===== config.mk =====
export PLATFORM = sky130hd
export DESIGN_NAME = alu_reservation_station
export DESIGN_NICKNAME = d
export VERILOG_FILES = /design/src/rtl/alu_reservation_station.sv
export SDC_FILE = /design/constraint.sdc
export NUM_CORES = 1
export LEC_CHECK = 0
export ABC_CLOCK_PERIOD_IN_PS = 6650
export CORE_MARGIN = 3
export CORE_UTILIZATION = 40
export DETAILED_ROUTE_END_ITERATION = 10
export SLEW_MARGIN = 20
export SYNTH_ARGS = -nofsm -noshare
export SYNTH_HDL_FRONTEND = slang
export SYNTH_SLANG_ARGS = --single-unit

===== constraint.sdc =====
create_clock -name clk -period 6.65 [get_ports clk]
set_input_delay 0.9975 -clock clk [delete_from_list [all_inputs] [get_ports clk]]
set_output_delay 0.9975 -clock clk [all_outputs]
set_load 0.02 [all_outputs]

===== src/rtl/alu_reservation_station.sv =====
`default_nettype none
// ============================================================================
// Module  : alu_reservation_station
// Brief   : ALU reservation station with CDB wakeup, lowest-index select and
//           release on own-tag broadcast.
// Rev     : 1.0  initial release
// ============================================================================
module alu_reservation_station #(
    parameter int DEPTH    = 4,
    parameter int TAG_W    = 4,
    parameter int TAG_BASE = 1
) (
    input  logic             clk,
    input  logic             rst,
    input  logic             flush,
    input  logic             disp_valid,
    output logic             disp_ready,
    input  logic [3:0]       disp_alu_op,
    input  logic [31:0]      disp_vj,
    input  logic [TAG_W-1:0] disp_qj,
    input  logic [31:0]      disp_vk,
    input  logic [TAG_W-1:0] disp_qk,
    output logic [TAG_W-1:0] disp_tag,
    input  logic             cdb_valid,
    input  logic [TAG_W-1:0] cdb_tag,
    input  logic [31:0]      cdb_data,
    output logic             iss_valid,
    input  logic             iss_ready,
    output logic [3:0]       iss_alu_op,
    output logic [31:0]      iss_a,
    output logic [31:0]      iss_b,
    output logic [TAG_W-1:0] iss_tag
);

    localparam int         c_idx_w     = (DEPTH > 1) ? $clog2(DEPTH) : 1;
    localparam logic [1:0] c_st_free   = 2'd0;
    localparam logic [1:0] c_st_wait   = 2'd1;
    localparam logic [1:0] c_st_issued = 2'd2;

    logic [1:0]       r_state [DEPTH];
    logic [3:0]       r_op    [DEPTH];
    logic [31:0]      r_vj    [DEPTH];
    logic [31:0]      r_vk    [DEPTH];
    logic [TAG_W-1:0] r_qj    [DEPTH];
    logic [TAG_W-1:0] r_qk    [DEPTH];

    logic [1:0]       w_state_nxt [DEPTH];
    logic [3:0]       w_op_nxt    [DEPTH];
    logic [31:0]      w_vj_nxt    [DEPTH];
    logic [31:0]      w_vk_nxt    [DEPTH];
    logic [TAG_W-1:0] w_qj_nxt    [DEPTH];
    logic [TAG_W-1:0] w_qk_nxt    [DEPTH];

    logic [DEPTH-1:0]   w_free;
    logic [DEPTH-1:0]   w_ready;
    logic               w_free_any;
    logic               w_ready_any;
    logic [c_idx_w-1:0] w_alloc_idx;
    logic [c_idx_w-1:0] w_sel_idx;
    logic               w_accept;
    logic               w_issue;
    logic               w_cdb_hit;
    logic               w_byp_j;
    logic               w_byp_k;
    logic [31:0]        w_vj_in;
    logic [31:0]        w_vk_in;
    logic [TAG_W-1:0]   w_qj_in;
    logic [TAG_W-1:0]   w_qk_in;

    // READY is not stored: it is a WAIT entry whose operand tags are both clear
    for (genvar g = 0; g < DEPTH; g++) begin : g_flags
        assign w_free[g]  = (r_state[g] == c_st_free);
        assign w_ready[g] = (r_state[g] == c_st_wait) && (r_qj[g] == '0) && (r_qk[g] == '0);
    end

    assign w_free_any  = |w_free;
    assign w_ready_any = |w_ready;

    always_comb begin
        w_alloc_idx = '0;
        w_sel_idx   = '0;
        for (int i = DEPTH - 1; i >= 0; i--) begin
            if (w_free[i])  w_alloc_idx = c_idx_w'(i);
            if (w_ready[i]) w_sel_idx   = c_idx_w'(i);
        end
    end

    assign disp_ready = w_free_any;
    assign disp_tag   = TAG_W'(TAG_BASE) + TAG_W'(w_alloc_idx);
    assign w_accept   = disp_valid && w_free_any && !flush;
    assign w_issue    = w_ready_any && iss_ready;
    assign w_cdb_hit  = cdb_valid && (cdb_tag != '0);

    // A producer broadcasting in the accept cycle would otherwise be missed
    assign w_byp_j = w_cdb_hit && (cdb_tag == disp_qj);
    assign w_byp_k = w_cdb_hit && (cdb_tag == disp_qk);
    assign w_vj_in = w_byp_j ? cdb_data : disp_vj;
    assign w_vk_in = w_byp_k ? cdb_data : disp_vk;
    assign w_qj_in = w_byp_j ? '0 : disp_qj;
    assign w_qk_in = w_byp_k ? '0 : disp_qk;

    // State register
    always_ff @(posedge clk) begin
        if (rst) begin
            for (int i = 0; i < DEPTH; i++) begin
                r_state[i] <= c_st_free;
                r_op[i]    <= '0;
                r_vj[i]    <= '0;
                r_vk[i]    <= '0;
                r_qj[i]    <= '0;
                r_qk[i]    <= '0;
            end
        end else begin
            for (int i = 0; i < DEPTH; i++) begin
                r_state[i] <= w_state_nxt[i];
                r_op[i]    <= w_op_nxt[i];
                r_vj[i]    <= w_vj_nxt[i];
                r_vk[i]    <= w_vk_nxt[i];
                r_qj[i]    <= w_qj_nxt[i];
                r_qk[i]    <= w_qk_nxt[i];
            end
        end
    end

    // Next-state logic
    always_comb begin
        for (int i = 0; i < DEPTH; i++) begin
            w_state_nxt[i] = r_state[i];
            w_op_nxt[i]    = r_op[i];
            w_vj_nxt[i]    = r_vj[i];
            w_vk_nxt[i]    = r_vk[i];
            w_qj_nxt[i]    = r_qj[i];
            w_qk_nxt[i]    = r_qk[i];
            if (flush) begin
                w_state_nxt[i] = c_st_free;
                w_qj_nxt[i]    = '0;
                w_qk_nxt[i]    = '0;
            end else begin
                case (r_state[i])
                    c_st_free: begin
                        if (w_accept && (w_alloc_idx == c_idx_w'(i))) begin
                            w_state_nxt[i] = c_st_wait;
                            w_op_nxt[i]    = disp_alu_op;
                            w_vj_nxt[i]    = w_vj_in;
                            w_vk_nxt[i]    = w_vk_in;
                            w_qj_nxt[i]    = w_qj_in;
                            w_qk_nxt[i]    = w_qk_in;
                        end
                    end
                    c_st_wait: begin
                        if (w_cdb_hit && (r_qj[i] == cdb_tag)) begin
                            w_vj_nxt[i] = cdb_data;
                            w_qj_nxt[i] = '0;
                        end
                        if (w_cdb_hit && (r_qk[i] == cdb_tag)) begin
                            w_vk_nxt[i] = cdb_data;
                            w_qk_nxt[i] = '0;
                        end
                        if (w_issue && (w_sel_idx == c_idx_w'(i))) begin
                            w_state_nxt[i] = c_st_issued;
                        end
                    end
                    c_st_issued: begin
                        if (cdb_valid && (cdb_tag == TAG_W'(TAG_BASE + i))) begin
                            w_state_nxt[i] = c_st_free;
                        end
                    end
                    default: w_state_nxt[i] = c_st_free;
                endcase
            end
        end
    end

    // Output logic
    always_comb begin
        iss_valid  = w_ready_any;
        iss_alu_op = '0;
        iss_a      = '0;
        iss_b      = '0;
        iss_tag    = '0;
        if (w_ready_any) begin
            iss_alu_op = r_op[w_sel_idx];
            iss_a      = r_vj[w_sel_idx];
            iss_b      = r_vk[w_sel_idx];
            iss_tag    = TAG_W'(TAG_BASE) + TAG_W'(w_sel_idx);
        end
    end

endmodule
`default_nettype wire


==> qor.yml, run 1 <==
setup_path:
  critPathRequiredTime_ns: 5.65
  critical_path_end_type: "primary output"
  regToRegSetupSlack_ns: 3.30
  critPathMaxFanout: 33
  reg2reg_depth: 9
  crit-reg2reg-capture: "r_vk[3][1]"
  timing.rr.start: "r_state[2][0]"
  critical_path_class: "reg2out"
  worst_setup_path_startpoint: "r_state[2][0]"
  critical_path_arrival_ns: 4.41
  crit_path_start_kind: "flop"
sta:
  final.setup.tns_ns: 0
  timing_hold_violations_final: 0
  grt_setup_unrepaired: "no"
  timing.final.crit_period_ns: 5.406
  worst-slew-pin-transition_ns: 1.090
  maxSlewViolCount: 0
  timing.slew.headroom_pct: 27.36
  fin_crit_sh_pct: 81.29
  clock.fmax_ghz: 0.1850
  post_route_clock_skew_ns: 0.02326
  setup_violations: 0
worst_hold_path:
  worstHoldPathCells: 2
  hold_path.startpoint: "r_state[0][1]"
  min-delay-path-class: "reg2reg"
  hold_path_end: "r_state[0][1]"
power_and_ir_drop:
  share_comb_of_total_power_pct: 10.4
  power.sequential.fraction_pct: 47.1
  cellPowerDensity_nw_per_um2: 232.8
  internal-power_w: 0.003563
  power_leakage_nw: 8.803
  finalPower_w: 0.004704
  ir_worst_vdd_mv: 0.1471
  net_switching_power_w: 0.001141
  power.share.switching_pct: 24.25
  power.share.clock_pct: 42.5
clocking:
  number_of_cts_inserted_buffers: 37
  post_cts_resized: 0
  clkSinkCount: 312
  clockBufferDepth: 3
  cts-htree-levels: 2
  post-cts-setup-buffers: 0
  cell_chosen_for_the_clock_root: "sky130_fd_sc_hd__clkbuf_16"
  clock_latency_ns: 0.54
  clk_transition_reported_paths_ns: 0.05
  tritoncts: "built"
  post_cts_hold_buffer_count: 0
logic_synthesis:
  largest_area_contributor_in_the_synthesized_netlist: "sky130_fd_sc_hd__edfxtp_1"
  synth_ff_type: "sky130_fd_sc_hd__edfxtp_1"
  synth_cell_types: 62
  synthDominantCellAreaShare_pct: 47.84
  netlist_area_um2: 17070
  syn_area_per_cell_um2: 11.35
  yosys-top-cells-area: "sky130_fd_sc_hd__edfxtp_1, sky130_fd_sc_hd__mux2i_1, sky130_fd_sc_hd__nor2_1"
  synth.yosys.seq_area_share_pct: 52.53
  register_bit_total_from_synthesis: 312
  yosys_warnings: 0
  syn_inst: 1504
  share_of_synthesized_flip_flops_with_an_asynchronous_set_or_reset_pct: 0
  synth-edff-count: 272
die:
  core_box_area_um2: 42040
  fp-row-count: 75
  dieHeight_um: 212.6
  die_w_um: 212.6
  design.portCount: 196
  die_area_um2: 45200
  initial_core_util_pct: 40.61
job:
  drv.max_cap_violation_count: 0
global_route:
  grt_antenna_before_repair: 2
  grt_max_degree: 62
  global_route.usage.total_pct: 23.56
  grt_overflow_total: 0
  first_global_vias: 12480
  first_pass_grt_wire_length_um: 79220
route:
  average_wire_length_per_cell_after_detail_routing_um: 24.87
  ant_nets: 0
  drt_wl_total_um: 54480
  drt_iter0_drc: 890
  drc: 0
  routed_via_density: 5.743
  drtPass1Iterations: 5
  detailroute.via_count: 12580
placement:
  hpwl_dp_um: 33940
  place_congestion: 0.8257
  io_buffers: 193
finish:
  most_frequent_standard_cell_in_the_layout_excluding_fill_and_tap_cells: "sky130_fd_sc_hd__nor2_1"
  relative_area_change_from_synthesis_to_final_layout_pct: 18.34
  drive_gt1_share_pct: 10.73
  most_frequent_cells_in_the_layout: "sky130_fd_sc_hd__nor2_1, sky130_fd_sc_hd__edfxtp_1, sky130_fd_sc_hd__mux2i_1, sky130_fd_sc_hd__clkdlybuf4s50_1, sky130_fd_sc_hd__nand2_1"
  final_net_count: 1747
status:
  status: "finished, final reports clean"
worst max-delay path, stage by stage, from the launching register on:
cell                              delay, ns
sky130_fd_sc_hd__dfxtp_1               0.34
sky130_fd_sc_hd__nor2b_1               0.64
sky130_fd_sc_hd__nand3_2               0.49
sky130_fd_sc_hd__nor2_4                0.66
sky130_fd_sc_hd__buf_4                 0.56
sky130_fd_sc_hd__a221oi_1              0.16
sky130_fd_sc_hd__a21oi_1               0.34
sky130_fd_sc_hd__clkdlybuf4s50_1       0.68
per-stage QoR:
stage	std cells	area [µm²]	utilization [%]	setup slack, ns	hold WS [ns]
detailed placement	2125	19030	45.26	1.802	0.4751
finish	2190	20200	48.06	1.245	0.4860
CTS	2189	20200	48.05	1.259	0.4851
global route	2190	20200	48.06	1.069	0.5313
floorplan	1505	17080	-	2.774	0.4587
global placement	2125	19030	45.26	1.847	0.4781
layer usage:
metal	routed length, µm	GRT usage (%)	part of all wire [%]
met2	26410	39.82	48
met1	22920	31.56	42
met4	1157	6.217	2.1
met3	3978	3.969	7.3
met5	5	0	0.0092
how the worst max path moves through the flow:
stage                  to  slack [ns]  cells after the start
3_5_place_dp     iss_a[0]        1.80                      7
5_1_grt          iss_a[0]        1.07                      7
2_1_floorplan  r_vk[0][0]        2.77                      6
4_1_cts          iss_a[0]        1.26                      7
3_3_place_gp     iss_a[0]        1.85                      7
6_report         iss_a[0]        1.24                      7
synth_stat cells (all sizes together) (3+ instances only):
| cell | instances |
|---|---|
| nand2b | 5 |
| a32oi | 13 |
| a22o | 9 |
| a21oi | 68 |
| o21ai | 9 |
| xor2 | 26 |
| mux2i | 265 |
| dfxtp | 40 |
| buf | 116 |
| nand3 | 11 |
| nor3 | 4 |
| nor2b | 6 |
| a311oi | 6 |
| nor2 | 354 |
| a31o | 11 |
| nor4 | 12 |
| a21o | 18 |
| xnor2 | 14 |
| a32o | 3 |
| o21bai | 5 |
| a221oi | 53 |
| and3 | 14 |
| and2 | 19 |
| a2111oi | 9 |
| nand2 | 77 |
| or2 | 4 |
| ha | 4 |
| edfxtp | 272 |
| clkbuf | 27 |
| nand4 | 5 |
| inv | 3 |
state kept, by name, indices dropped and copies added (netlist names):
| name | cells |
|---|---|
| r_qj | 16 |
| r_state | 8 |
| r_vj | 128 |
| r_vk | 128 |
| r_qk | 16 |
| r_op | 16 |
power by group through the flow:
stage | combinational [W] | sequential (W) | clock, W
2_1_floorplan | 0.000287 | 0.00225 | 0
3_3_place_gp | 0.000481 | 0.00225 | 0
3_5_place_dp | 0.000487 | 0.00226 | 0
4_1_cts | 0.000490 | 0.00222 | 0.00203
5_1_grt | 0.000520 | 0.00222 | 0.00210
6_report | 0.000489 | 0.00222 | 0.00200
final cells by class:
type | count | area (µm²)
Antenna cell | 1 | 2.502
Timing Repair Buffer | 224 | 2165
Clock buffer | 47 | 1035
Clock inverter | 17 | 137.6
Sequential cell | 312 | 8969
Tap cell | 539 | 674.4
Fill cell | 3849 | 21840
Multi-Input combinational cell | 1047 | 7211
Inverter | 3 | 11.26
kinds of logic (layout without fill, tap and decap cells):
logic type      Yosys count  in the layout  synth area share [%]
compound gates          213            213                 9.893
xor+xnor                 40             40                 2.052
fa+ha+maj                 4              4                0.2931
buf+inv                 146            291                 5.855
flops                   312            312                 52.53
mux                     265            265                 15.54
other cells               1              3               0.02196
simple gates            523            523                 13.82
Note: power is estimated with default switching activity, not from simulation.
==> run 2, diff against run 1 <==
--- a/config.mk
+++ b/config.mk
@@ -5,7 +5,7 @@
 export SDC_FILE = /design/constraint.sdc
 export NUM_CORES = 1
 export LEC_CHECK = 0
-export ABC_CLOCK_PERIOD_IN_PS = 6650
+export ABC_CLOCK_PERIOD_IN_PS = 5500
 export CORE_MARGIN = 3
 export CORE_UTILIZATION = 40
 export DETAILED_ROUTE_END_ITERATION = 10
==> constraint.sdc (replaced) <==
create_clock -name clk -period 5.5 [get_ports clk]
set_input_delay 0.825 -clock clk [delete_from_list [all_inputs] [get_ports clk]]
set_output_delay 0.825 -clock clk [all_outputs]
set_load 0.02 [all_outputs]
==> run 2 against run 1 <==
Compared with the run above:
- final cell count grew 0.41%
- setup slack lost 0.69 ns
- highest routed layer unchanged
- hold slack gained 0.0037 ns
- wire length grew 0.74%
==> qor.yml, run 2 (synthesis results as in run 1) <==
status:
  status: "finished, final reports clean"
finish:
  relative_area_change_from_synthesis_to_final_layout_pct: 19.10
  antenna_cells_inserted: 0
  final_net_count: 1756
  most_frequent_cells_in_the_layout: "sky130_fd_sc_hd__nor2_1, sky130_fd_sc_hd__edfxtp_1, sky130_fd_sc_hd__mux2i_1, sky130_fd_sc_hd__clkdlybuf4s50_1, sky130_fd_sc_hd__nand2_1"
  post-route-util_pct: 48.37
  most_frequent_standard_cell_in_the_layout_excluding_fill_and_tap_cells: "sky130_fd_sc_hd__nor2_1"
  drive_gt1_share_pct: 11.08
  layout_top_registers: "r_vj x128, r_vk x128"
  num-fill-cells: 3830
global_route:
  grt_overflow_total: 0
  grt_antenna_before_repair: 1
  first_pass_grt_wire_length_um: 80950
  first_global_vias: 12770
  grt_max_degree: 55
  global_route.usage.total_pct: 23.92
die:
  initial_core_util_pct: 40.61
  die_w_um: 212.6
  core_box_area_um2: 42040
  fp-row-count: 75
  dieHeight_um: 212.6
  die_area_um2: 45200
  design.portCount: 196
placement:
  place_congestion: 0.8296
  hpwl_dp_um: 34100
  dpl_worst_slack_ns: 1.150
  io_buffers: 193
sta:
  maxSlewViolCount: 0
  clock.fmax_ghz: 0.2022
  final_ws_setup_ns: 0.5544
  setup_violations: 0
  post_route_clock_skew_ns: 0.01285
  grt_setup_unrepaired: "no"
  timing_hold_violations_final: 0
  timing.slew.headroom_pct: 26.02
  final.setup.tns_ns: 0
  timing.final.crit_period_ns: 4.946
  fin_crit_sh_pct: 89.92
  worst-slew-pin-transition_ns: 1.106
route:
  drt_iter0_drc: 991
  detailroute.via_count: 12720
  drtPass1Iterations: 5
  ant_nets: 0
  drt_wl_total_um: 54880
  average_wire_length_per_cell_after_detail_routing_um: 24.96
  drc: 0
  routed_via_density: 5.785
setup_path:
  critPathRequiredTime_ns: 4.68
  critical_path_class: "reg2out"
  regToRegSetupSlack_ns: 2.16
  critical_path_end_type: "primary output"
  crit_path_start_kind: "flop"
  critPathMaxFanout: 54
  critical_path_arrival_ns: 4.12
clocking:
  cts-htree-levels: 2
  clock_latency_ns: 0.54
  clk_transition_reported_paths_ns: 0.06
  cell_chosen_for_the_clock_root: "sky130_fd_sc_hd__clkbuf_16"
  clockBufferDepth: 3
  clkSinkCount: 312
  number_of_cts_inserted_buffers: 36
  tritoncts: "built"
  post-cts-setup-buffers: 0
  post_cts_resized: 0
  post_cts_hold_buffer_count: 0
power_and_ir_drop:
  cellPowerDensity_nw_per_um2: 277.0
  power_leakage_nw: 8.862
  ir_worst_vdd_mv: 0.1735
job:
  drv.max_cap_violation_count: 0
worst_hold_path:
  min-delay-path-class: "reg2reg"
## run 2: cell types whose count changed in the layout (fill, tap and decap cells not counted), moves of 2 or more
cell and change:
sky130_fd_sc_hd__clkbuf_8 -4, sky130_fd_sc_hd__buf_12 +7, sky130_fd_sc_hd__clkinv_2 -2, sky130_fd_sc_hd__buf_4 +3
sky130_fd_sc_hd__clkbuf_1 +4, sky130_fd_sc_hd__clkinv_8 +2
## run 2: power by group
part | leakage (nW) | total [W] | internal, W | switching (W)
registers | 3.14 | 0.00268 | 0.00265 | 0.0000246
clock network | 0.555 | 0.00235 | 0.00135 | 0.00100
logic | 5.17 | 0.000604 | 0.000241 | 0.000363
## run 2: per-stage QoR
stage          hold slack [ns]  cells  area (µm²)  power [W]
6_report                0.4896   2199       20330   0.005633
2_1_floorplan           0.4587   1505       17080   0.003070
5_1_grt                 0.5315   2199       20330   0.005800
3_3_place_gp            0.4748   2135       19190   0.003320
3_5_place_dp            0.4840   2135       19190   0.003328
4_1_cts                 0.4924   2199       20330   0.005661
## run 2: area by class of cell
cell class,instances,area [µm²],area share [%]
clock inverters,18,172.7,0.8491
inverters,3,11.26,0.05538
flip-flops and latches,312,8969,44.11
multi-input cells,1047,7211,35.46
clock buffers,46,969.7,4.769
repair buffers,234,2327,11.44
well taps,539,674.4,3.317
## run 2: worst paths after layout
path	endpoint	startpoint	cells after the start
setup / recovery	iss_a[0]	r_state[3][0]	7
hold reg to reg	r_state[0][1]	r_state[0][1]	2
hold / removal	r_state[0][1]	r_state[0][1]	2
setup reg to reg	r_vk[0][12]	r_state[2][0]	8
## run 2: layer usage
metal | global-route usage [%] | wire length, µm
met4 | 7.020 | 1420
met3 | 4.648 | 4242
met5 | 0 | 11
met2 | 38.40 | 25470
met1 | 33.08 | 23730
## run 2: worst max-delay path: stages, from the launching register on
cell and delay, ns:
sky130_fd_sc_hd__dfxtp_1 0.39, sky130_fd_sc_hd__nor2b_1 0.72, sky130_fd_sc_hd__nand3_1 0.39, sky130_fd_sc_hd__nor3_4 0.21
sky130_fd_sc_hd__buf_4 0.67, sky130_fd_sc_hd__nand2_1 0.12, sky130_fd_sc_hd__a21oi_1 0.36, sky130_fd_sc_hd__clkdlybuf4s50_1 0.70
==> run 3, diff against run 2 <==
--- a/config.mk
+++ b/config.mk
@@ -5,10 +5,11 @@
 export SDC_FILE = /design/constraint.sdc
 export NUM_CORES = 1
 export LEC_CHECK = 0
-export ABC_CLOCK_PERIOD_IN_PS = 5500
+export ABC_CLOCK_PERIOD_IN_PS = 5600
 export CORE_MARGIN = 3
 export CORE_UTILIZATION = 40
 export DETAILED_ROUTE_END_ITERATION = 10
+export SKIP_CTS_REPAIR_TIMING = 1
 export SLEW_MARGIN = 20
 export SYNTH_ARGS = -nofsm -noshare
 export SYNTH_HDL_FRONTEND = slang
==> constraint.sdc (replaced) <==
create_clock -name clk -period 5.6 [get_ports clk]
set_input_delay 0.84 -clock clk [delete_from_list [all_inputs] [get_ports clk]]
set_output_delay 0.84 -clock clk [all_outputs]
set_load 0.02 [all_outputs]
==> run 3 against run 2 <==
Compared with the run above:
- non-clock buffer count decreased by 5
- sequential power decreased by 2%
- core utilization shrank 0.21 points
- via count down 0.73%
- clock power fell by 6%
- wire length is 0.74% higher
- hold slack better by 0.0019 ns
- critical endpoint is now iss_b[28]
- highest routed layer unchanged
==> qor.yml, run 3 (synthesis results as in run 1) <==
status:
  status: "finished, final reports clean"
sta:
  timing.slew.headroom_pct: 24.41
  timing.final.crit_period_ns: 5.018
  post_route_clock_skew_ns: 0.01502
  worst-slew-pin-transition_ns: 1.131
  grt_setup_unrepaired: "no"
  maxSlewViolCount: 0
  clock.fmax_ghz: 0.1993
  setup_violations: 0
  fin_crit_sh_pct: 89.60
  final.setup.tns_ns: 0
  timing_hold_violations_final: 0
setup_path:
  reg2reg_depth: 8
  crit-reg2reg-capture: "r_vk[0][8]"
  worstSetupEndpoint: "iss_b[28]"
  regToRegSetupSlack_ns: 2.31
  crit_path_start_kind: "flop"
  critical_path_class: "reg2out"
  critPathRequiredTime_ns: 4.76
  critPathMaxFanout: 32
  critical_path_arrival_ns: 4.18
  worst_setup_path_startpoint: "r_state[2][0]"
  critical_path_end_type: "primary output"
  timing.rr.start: "r_state[2][0]"
power_and_ir_drop:
  ir_worst_vdd_mv: 0.1697
  power_leakage_nw: 8.819
  cellPowerDensity_nw_per_um2: 267.7
die:
  design.portCount: 196
  die_area_um2: 45200
  core_box_area_um2: 42040
  fp-row-count: 75
  dieHeight_um: 212.6
  die_w_um: 212.6
  initial_core_util_pct: 40.61
clocking:
  clockBufferDepth: 3
  clkSinkCount: 312
  clk_transition_reported_paths_ns: 0.06
  clock_latency_ns: 0.53
  tritoncts: "built"
  cts-htree-levels: 2
  cell_chosen_for_the_clock_root: "sky130_fd_sc_hd__clkbuf_16"
  number_of_cts_inserted_buffers: 37
finish:
  final_net_count: 1752
  most_frequent_standard_cell_in_the_layout_excluding_fill_and_tap_cells: "sky130_fd_sc_hd__nor2_1"
  num-fill-cells: 3864
  layout_top_registers: "r_vj x128, r_vk x128"
  relative_area_change_from_synthesis_to_final_layout_pct: 18.58
  post-route-util_pct: 48.16
  multi_input_gate_area_in_the_final_layout_um2: 7211
  stdcell_count: 2195
  drive_gt1_share_pct: 10.45
  most_frequent_cells_in_the_layout: "sky130_fd_sc_hd__nor2_1, sky130_fd_sc_hd__edfxtp_1, sky130_fd_sc_hd__mux2i_1, sky130_fd_sc_hd__clkdlybuf4s50_1, sky130_fd_sc_hd__nand2_1"
  area.sequential_um2: 8969
route:
  ant_nets: 0
  drt_iter0_drc: 1000
  routed_via_density: 5.754
  drtPass1Iterations: 5
  drt_wl_total_um: 55280
  average_wire_length_per_cell_after_detail_routing_um: 25.19
  detailroute.via_count: 12630
  drc: 0
worst_hold_path:
  hold_path.startpoint: "r_state[0][1]"
  worstHoldPathCells: 2
  min-delay-path-class: "reg2reg"
placement:
  hpwl_dp_um: 34270
  io_buffers: 193
  place_congestion: 0.8255
  dpl.cell_count: 2130
global_route:
  first_pass_grt_wire_length_um: 81720
  grt_overflow_total: 0
  grt_antenna_before_repair: 3
  grt_max_degree: 58
  first_global_vias: 12670
  global_route.usage.total_pct: 24.31
job:
  drv.max_cap_violation_count: 0
-- run 3: cell count changes in the layout (fill, tap and decap cells not counted), moves of 2 or more --
cell,before,now
sky130_fd_sc_hd__buf_12,7,9
sky130_fd_sc_hd__buf_4,34,27
sky130_fd_sc_hd__clkinv_1,6,12
sky130_fd_sc_hd__clkinv_8,3,0
-- run 3: through the flow --
stage / hold slack [ns] / area [µm²] / worst slack, ns / total power (W)
finish: 0.4915 / 20250 / 0.5822 / 0.005421
CTS: 0.4960 / 20240 / 0.6532 / 0.005463
detailed placement: 0.4860 / 19180 / 1.260 / 0.003271
global route: 0.5289 / 20250 / 0.3723 / 0.005590
floorplan: 0.4587 / 17080 / 1.875 / 0.003015
global placement: 0.4753 / 19180 / 1.331 / 0.003261
-- run 3: worst min path at each step --
stage | to | slack [ns]
final | r_state[0][1] | 0.49
after global routing | r_state[1][1] | 0.53
after CTS | r_state[0][1] | 0.50
after detailed placement | r_state[0][1] | 0.49
after global placement | r_state[0][1] | 0.48
after floorplan | r_state[0][1] | 0.46
-- run 3: where the power goes --
part / leakage [nW] / total [W] / switching (W) / internal, W
logic: 5.16 / 0.000592 / 0.000354 / 0.000238
clock network: 0.518 / 0.00220 / 0.000944 / 0.00125
registers: 3.14 / 0.00263 / 0.0000255 / 0.00261
total: 8.82 / 0.00542 / 0.00132 / 0.00410
-- run 3: worst max-delay path: stages (launching register included) --
cell                              delay, ns
sky130_fd_sc_hd__dfxtp_1               0.35
sky130_fd_sc_hd__nor2b_1               0.66
sky130_fd_sc_hd__nand3_2               0.21
sky130_fd_sc_hd__nor2_4                0.90
sky130_fd_sc_hd__buf_4                 0.46
sky130_fd_sc_hd__a221oi_1              0.13
sky130_fd_sc_hd__a21oi_1               0.26
sky130_fd_sc_hd__clkdlybuf4s50_1       0.65
-- run 3: area by class of cell --
type | instances | share of cell area, %
Timing Repair Buffer | 229 | 11.43
Multi-Input combinational cell | 1047 | 35.62
Tap cell | 539 | 3.331
Clock inverter | 19 | 0.5315
Antenna cell | 1 | 0.01236
Inverter | 3 | 0.05562
Sequential cell | 312 | 44.30
Clock buffer | 45 | 4.722
-- run 3: layer usage --
layer,vias up,track usage [%],part of all wire [%]
met2,454,40.04,48
li1,5711,-,-
met3,106,3.718,6.3
met1,6354,32.97,43
met4,4,8.213,2.9
met5,-,0,0.031
